File: src/rtl/exe_muldiv_ctrl_if.sv
`default_nettype none
// ============================================================================
// exe_muldiv_ctrl_if : EX-stage / divider / multiplier signals seen by the mul-div sequencer
// Rev 1.0
// ============================================================================
interface exe_muldiv_ctrl_if;
  logic        valid_i;
  logic        is_div_i;
  logic        is_mul_i;
  logic        flush_i;
  logic        except_i;
  logic        hold_i;
  logic        div_ready_i;
  logic [31:0] div_hi_i;
  logic [31:0] div_lo_i;
  logic [31:0] mul_hi_i;
  logic [31:0] mul_lo_i;
  logic        div_start_o;
  logic        div_cancel_o;
  logic        stall_o;
  logic        res_valid_o;
  logic [31:0] hi_o;
  logic [31:0] lo_o;
  logic        div_err_o;

  modport master (
    output valid_i, is_div_i, is_mul_i, flush_i, except_i, hold_i,
    output div_ready_i, div_hi_i, div_lo_i, mul_hi_i, mul_lo_i,
    input  div_start_o, div_cancel_o, stall_o, res_valid_o, hi_o, lo_o, div_err_o
  );

  modport slave (
    input  valid_i, is_div_i, is_mul_i, flush_i, except_i, hold_i,
    input  div_ready_i, div_hi_i, div_lo_i, mul_hi_i, mul_lo_i,
    output div_start_o, div_cancel_o, stall_o, res_valid_o, hi_o, lo_o, div_err_o
  );
endinterface
`default_nettype wire

File: src/rtl/exe_muldiv_ctrl.sv
`default_nettype none
// ============================================================================
// exe_muldiv_ctrl : sequences divider / pipelined multiplier for the EX instruction
// Rev 1.0
// ============================================================================
module exe_muldiv_ctrl #(
  parameter int MUL_CYCLES  = 2,
  parameter int DIV_TIMEOUT = 64
) (
  input wire               clk,
  input wire               rst,
  exe_muldiv_ctrl_if.slave bus
);

  localparam int CW = $clog2(DIV_TIMEOUT + 1);
  localparam logic [CW-1:0] c_cnt_one = CW'(1);
  localparam logic [CW-1:0] c_cnt_max = '1;
  localparam logic [CW-1:0] c_cnt_tmo = CW'(DIV_TIMEOUT);
  localparam logic [CW-1:0] c_mul_last = CW'(MUL_CYCLES - 1);

  typedef enum logic [1:0] {
    S_IDLE     = 2'd0,
    S_DIV_BUSY = 2'd1,
    S_MUL_BUSY = 2'd2,
    S_DONE     = 2'd3
  } state_e;

  state_e        state_q;
  logic [CW-1:0] cnt_q;
  logic [31:0]   hi_q;
  logic [31:0]   lo_q;
  logic          err_q;

  logic kill;
  logic issue;
  logic issue_div;
  logic issue_mul;
  logic div_kill;
  logic div_hit;
  logic div_tmo;
  logic mul_hit;

  always_comb begin
    kill      = bus.flush_i | bus.except_i;
    issue     = (state_q == S_IDLE) & bus.valid_i & ~kill & (bus.is_div_i | bus.is_mul_i);
    issue_div = issue & bus.is_div_i;
    issue_mul = issue & ~bus.is_div_i;
    div_kill  = (state_q == S_DIV_BUSY) & kill;
    div_hit   = (state_q == S_DIV_BUSY) & ~kill & bus.div_ready_i;
    div_tmo   = (state_q == S_DIV_BUSY) & ~kill & ~bus.div_ready_i & (cnt_q == c_cnt_tmo);
    mul_hit   = (state_q == S_MUL_BUSY) & ~kill & (cnt_q == c_mul_last);
  end

  // Handshake outputs are decoded from state and inputs; reset masks them immediately.
  always_comb begin
    bus.div_start_o  = rst & issue_div;
    bus.div_cancel_o = rst & (div_kill | div_tmo);
    bus.stall_o      = rst & (issue | (state_q == S_DIV_BUSY) | (state_q == S_MUL_BUSY));
    bus.res_valid_o  = rst & (state_q == S_DONE);
    bus.hi_o         = hi_q;
    bus.lo_o         = lo_q;
    bus.div_err_o    = err_q;
  end

  always_ff @(posedge clk) begin
    if (!rst) begin
      state_q <= S_IDLE;
      cnt_q   <= '0;
      hi_q    <= '0;
      lo_q    <= '0;
      err_q   <= 1'b0;
    end else begin
      case (state_q)
        S_IDLE: begin
          if (issue_div) begin
            state_q <= S_DIV_BUSY;
            cnt_q   <= c_cnt_one;
          end else if (issue_mul) begin
            if (MUL_CYCLES == 1) begin
              hi_q    <= bus.mul_hi_i;
              lo_q    <= bus.mul_lo_i;
              state_q <= S_DONE;
            end else begin
              state_q <= S_MUL_BUSY;
              cnt_q   <= c_cnt_one;
            end
          end
        end

        S_DIV_BUSY: begin
          if (cnt_q != c_cnt_max) begin
            cnt_q <= cnt_q + c_cnt_one;
          end
          if (div_kill) begin
            state_q <= S_IDLE;
            cnt_q   <= '0;
          end else if (div_hit) begin
            hi_q    <= bus.div_hi_i;
            lo_q    <= bus.div_lo_i;
            state_q <= S_DONE;
            cnt_q   <= '0;
          end else if (div_tmo) begin
            hi_q    <= '0;
            lo_q    <= '0;
            err_q   <= 1'b1;
            state_q <= S_DONE;
            cnt_q   <= '0;
          end
        end

        S_MUL_BUSY: begin
          if (cnt_q != c_cnt_max) begin
            cnt_q <= cnt_q + c_cnt_one;
          end
          // The multiplier is pipelined, so a kill just drops the result.
          if (kill) begin
            state_q <= S_IDLE;
            cnt_q   <= '0;
          end else if (mul_hit) begin
            hi_q    <= bus.mul_hi_i;
            lo_q    <= bus.mul_lo_i;
            state_q <= S_DONE;
            cnt_q   <= '0;
          end
        end

        S_DONE: begin
          if (kill | ~bus.hold_i) begin
            state_q <= S_IDLE;
          end
        end

        default: begin
          state_q <= S_IDLE;
          cnt_q   <= '0;
        end
      endcase
    end
  end

endmodule
`default_nettype wire

File: src/flat_wrapper.sv
// flat-port wrapper written by rule: the top's interface ports become plain ports
module exe_muldiv_ctrl_flat 
#(
  parameter int MUL_CYCLES  = 2,
  parameter int DIV_TIMEOUT = 64
)
  (clk, rst, bus_valid_i, bus_is_div_i, bus_is_mul_i, bus_flush_i, bus_except_i, bus_hold_i, bus_div_ready_i, bus_div_hi_i, bus_div_lo_i, bus_mul_hi_i, bus_mul_lo_i, bus_div_start_o, bus_div_cancel_o, bus_stall_o, bus_res_valid_o, bus_hi_o, bus_lo_o, bus_div_err_o);
  exe_muldiv_ctrl_if bus_i ();
  input wire clk;
  input wire rst;
  input wire logic [$bits(bus_i.valid_i)-1:0] bus_valid_i;
  input wire logic [$bits(bus_i.is_div_i)-1:0] bus_is_div_i;
  input wire logic [$bits(bus_i.is_mul_i)-1:0] bus_is_mul_i;
  input wire logic [$bits(bus_i.flush_i)-1:0] bus_flush_i;
  input wire logic [$bits(bus_i.except_i)-1:0] bus_except_i;
  input wire logic [$bits(bus_i.hold_i)-1:0] bus_hold_i;
  input wire logic [$bits(bus_i.div_ready_i)-1:0] bus_div_ready_i;
  input wire logic [$bits(bus_i.div_hi_i)-1:0] bus_div_hi_i;
  input wire logic [$bits(bus_i.div_lo_i)-1:0] bus_div_lo_i;
  input wire logic [$bits(bus_i.mul_hi_i)-1:0] bus_mul_hi_i;
  input wire logic [$bits(bus_i.mul_lo_i)-1:0] bus_mul_lo_i;
  output wire logic [$bits(bus_i.div_start_o)-1:0] bus_div_start_o;
  output wire logic [$bits(bus_i.div_cancel_o)-1:0] bus_div_cancel_o;
  output wire logic [$bits(bus_i.stall_o)-1:0] bus_stall_o;
  output wire logic [$bits(bus_i.res_valid_o)-1:0] bus_res_valid_o;
  output wire logic [$bits(bus_i.hi_o)-1:0] bus_hi_o;
  output wire logic [$bits(bus_i.lo_o)-1:0] bus_lo_o;
  output wire logic [$bits(bus_i.div_err_o)-1:0] bus_div_err_o;
  assign bus_i.valid_i = bus_valid_i;
  assign bus_i.is_div_i = bus_is_div_i;
  assign bus_i.is_mul_i = bus_is_mul_i;
  assign bus_i.flush_i = bus_flush_i;
  assign bus_i.except_i = bus_except_i;
  assign bus_i.hold_i = bus_hold_i;
  assign bus_i.div_ready_i = bus_div_ready_i;
  assign bus_i.div_hi_i = bus_div_hi_i;
  assign bus_i.div_lo_i = bus_div_lo_i;
  assign bus_i.mul_hi_i = bus_mul_hi_i;
  assign bus_i.mul_lo_i = bus_mul_lo_i;
  assign bus_div_start_o = bus_i.div_start_o;
  assign bus_div_cancel_o = bus_i.div_cancel_o;
  assign bus_stall_o = bus_i.stall_o;
  assign bus_res_valid_o = bus_i.res_valid_o;
  assign bus_hi_o = bus_i.hi_o;
  assign bus_lo_o = bus_i.lo_o;
  assign bus_div_err_o = bus_i.div_err_o;
  exe_muldiv_ctrl #(.MUL_CYCLES(MUL_CYCLES), .DIV_TIMEOUT(DIV_TIMEOUT)) u_core (.clk(clk), .rst(rst), .bus(bus_i));
endmodule
File: config.mk
export PLATFORM = sky130hd
export DESIGN_NAME = exe_muldiv_ctrl_flat
export DESIGN_NICKNAME = d
export VERILOG_FILES = /design/src/rtl/exe_muldiv_ctrl_if.sv /design/src/rtl/exe_muldiv_ctrl.sv /design/src/flat_wrapper.sv
export SDC_FILE = /design/constraint.sdc
export NUM_CORES = 1
export LEC_CHECK = 0
export BUFFER_PORTS_ARGS = -buffer_cell sky130_fd_sc_hd__buf_2
export CORE_MARGIN = 2
export CORE_UTILIZATION = 25
export CTS_CLUSTER_DIAMETER = 30
export DETAILED_ROUTE_END_ITERATION = 8
export GPL_TIMING_DRIVEN = 0
export HOLD_SLACK_MARGIN = 0.02
export PLACE_DENSITY = 0.49
export SYNTH_ARGS = -nofsm -noshare
export SYNTH_HDL_FRONTEND = slang
export SYNTH_SLANG_ARGS = --single-unit
File: constraint.sdc
create_clock -name clk -period 1.86 [get_ports clk]
set_input_delay 0 -clock clk [delete_from_list [all_inputs] [get_ports clk]]
set_output_delay 0 -clock clk [all_outputs]
set_load 0.05 [all_outputs]
==> results.toml <==
[status]
run_status = "complete, but fails checks"
violations = "negative setup slack"

[setup_path]
cpMaxStageDelayCell = "dfxtp_2"
crit_cells = 10
crit_family = "buffers and inverters"
cp_max_fo = 6
rr_worst_depth = 10
critPathKind = "reg -> reg"
crit_path_end_kind = "register"
critPathBufInv = 4
max_stage_delay_ns = 0.38
critPathArrivalTime_ns = 2.20
cp.required_ns = 2.09
cp-start-kind = "register"
crit_chain = "inv_2, ha_4, nor2_2, o21ai_0, a311oi_2, buf_6, buf_12, clkbuf_16, nand2_2, o211a_1"

[cells_and_area]
area_delta_synth_final_pct = 71.3
multi_input_area_um2 = 2110
drive_above_1_share_pct = 49.3
ff_latch_area_um2 = 1500
antennaDiodeCount = 0
fillerInstances = 1363
layout.nets = 806
utilization_pct = 44.1

[global_routing]
gr-usage-all-layers_pct = 15.9
grt_max_degree = 13
overflow = 0
antenna_found_initial = 0
grt_pass1_wl_um = 18900
grt_pass1_vias = 4016

[place]
place.gp.congestion = 0.777
dp_hpwl_um = 8750
io_buffers = 205

[detailed_routing]
drc = 0
via_per_inst = 4.87
routed_wl_um = 13000
wire_per_inst_um = 15.4
vias = 4114
antenna_left = 0
dr.pass1.iters = 4
drtIter0Drc = 142

[sta]
fin_skew_ns = 0.00570
min_period_ns = 1.98
hold_viol_final = 0
fmax_mhz = 506
fin_crit_sh_pct = 106
finalSetupViolations = 60
maxSlewViolCount = 0
rsz0062_at_grt = "yes"
maxSlewHeadroom_pct = 56.1
setup_ws_ns = -0.115
setup_tns_ns = -4.71
worst_slew_pin_slew_ns = 0.658

[yosys]
synth_flop_cell = "dfxtp_1"
synth_nets = 535
syn_area_um2 = 3580
ys_seq_elements = 74
ys_seq_area_share_pct = 41.3
synthArstFlopShare_pct = 0
yosys_warnings = 0
avgSynthCellArea_um2 = 9.22
synthCells = 389
synth_edf_count = 0
ys_types = 37

[die]
die_w_um = 124
num_rows = 43
initial_core_util_pct = 25.7
fp.dieArea_um2 = 15300
core_area_um2 = 13900
io_pins = 206
die_h_um = 124

[cts]
root_buffer = "clkbuf_16"
htree_levels = 3
cts_buffers = 9
insertion_delay_ns = 0.34
clock-sinks = 74
clk_pin_slew_ns = 0.06
clockBufferDepth = 2
cts_tree = "built"

[power_and_ir_drop]
irDropWorstVdd_mv = 0.618
cellPowerDensity_nw_per_um2 = 1490
power_leakage_uw = 0.00339

[hold_path]
hold_depth = 4
holdCritPathClass = "in -> reg"

[run]
maxCapViolCount = 0
state kept, by name (all words and copies together) (netlist names):
| name | count |
|---|---|
| u_core.bus.div_err_o | 1 |
| u_core.state_q | 2 |
| u_core.bus.hi_o | 32 |
| u_core.cnt_q | 7 |
| u_core.bus.lo_o | 32 |
metrics by stage:
step	hold WS [ns]	total power, uW	setup WS, ns	instance area [um2]	cells
after global placement	0.355	6400	-0.346	4840	774
after global routing	0.0398	9650	-0.187	6140	845
after floorplan	0.255	5370	0.0710	3580	389
after detailed placement	0.360	6440	-0.423	4840	774
after CTS	0.0200	8730	-0.0715	5800	838
final	0.0306	9170	-0.115	6140	845
path summary, 6_finish.rpt:
| path | start | end | slack, ns |
|---|---|---|---|
| setup / recovery | u_core.state_q[1] | u_core.bus.hi_o[11] | -0.12 |
| hold reg to reg | u_core.bus.lo_o[28] | u_core.bus.lo_o[28] | 0.49 |
| setup reg to reg | u_core.state_q[1] | u_core.bus.hi_o[11] | -0.12 |
| hold / removal | bus_div_lo_i[31] | u_core.bus.lo_o[31] | 0.03 |
placed cells by master, fill, tap and decap left out, drive strengths merged, types with 3 or more instances in the layout:
| master | synthesis | layout |
|---|---|---|
| inv | 6 | 6 |
| ha | 9 | 9 |
| a22oi | 64 | 64 |
| nand3 | 4 | 4 |
| xnor2 | 4 | 4 |
| dfxtp | 74 | 74 |
| clkbuf | 17 | 33 |
| buf | 21 | 235 |
| a21oi | 3 | 3 |
| o211a | 65 | 65 |
| dlygate4sd3 | 0 | 41 |
| o21ai | 6 | 6 |
| nor3b | 3 | 3 |
| nor2 | 12 | 12 |
| nand2 | 72 | 72 |
| nor3 | 4 | 4 |
Yosys cell counts, drive strengths merged, types with 2 or more instances:
| master | count | area (um2) |
|---|---|---|
| a22oi | 64 | 480 |
| nand3 | 4 | 20.0 |
| clkbuf | 17 | 63.8 |
| a21oi | 3 | 15.0 |
| dfxtp | 74 | 1480 |
| and3 | 2 | 12.5 |
| o211a | 65 | 651 |
| inv | 6 | 22.5 |
| mux2i | 2 | 20.0 |
| buf | 21 | 120 |
| nor3b | 3 | 22.5 |
| ha | 9 | 113 |
| o21ai | 6 | 30.0 |
| nor2 | 12 | 45.0 |
| nor3 | 4 | 20.0 |
| nor2b | 2 | 12.5 |
| and2 | 2 | 12.5 |
| nand2 | 72 | 270 |
| xnor2 | 4 | 35.0 |
cells by family after synthesis:
| group | Yosys count | synth area share (%) |
|---|---|---|
| AO/OA/AOI/OAI | 149 | 35.3 |
| AND/OR/NAND/NOR | 107 | 12.9 |
| flip-flops | 74 | 41.3 |
| buffers and inverters | 44 | 5.76 |
| adder cells (fa/ha/maj) | 9 | 3.14 |
| XOR/XNOR | 4 | 0.977 |
| multiplexers | 2 | 0.558 |
area by class of cell:
type	count	share of cell area [%]
Tap cell	180	3.67
Clock buffer	11	3.95
Multi-Input combinational cell	271	34.4
Timing Repair Buffer	261	27.3
Buffer	37	4.67
Clock inverter	5	1.26
Inverter	6	0.367
Sequential cell	74	24.4
power by group:
part | internal (uW) | switching [uW] | leakage, uW
Combinational | 1760 | 3190 | 0.00263
Sequential | 2080 | 274 | 0.000607
Clock | 1210 | 667 | 0.000156
worst register-to-register path, stage by stage (launching register included):
cell and delay, ns:
dfxtp_2 0.38, inv_2 0.08, ha_4 0.19, nor2_2 0.12
o21ai_0 0.12, a311oi_2 0.30, buf_6 0.19, buf_12 0.17
clkbuf_16 0.17, nand2_2 0.04, o211a_1 0.12
per-layer routing:
layer | global-route usage, % | part of all wire [%] | up-vias | wire [um]
li1 | - | - | 2003 | -
met1 | 19.1 | 43 | 1941 | 5610
met2 | 26.9 | 47 | 141 | 6140
met3 | 3.71 | 6.4 | 29 | 828
met4 | 7.46 | 3.1 | 0 | 398
met5 | 0 | 0 | - | 0
timing repair:
action	4_1_cts	5_1_grt
setup endpoints to repair	65	74
endpoints found under the hold margin	37	0
resized for setup	60	63
buffers inserted	4	2
hold buffers	41	0
pin swaps	4	4
gates cloned	3	6
Power figures use the tool's default switching activity.
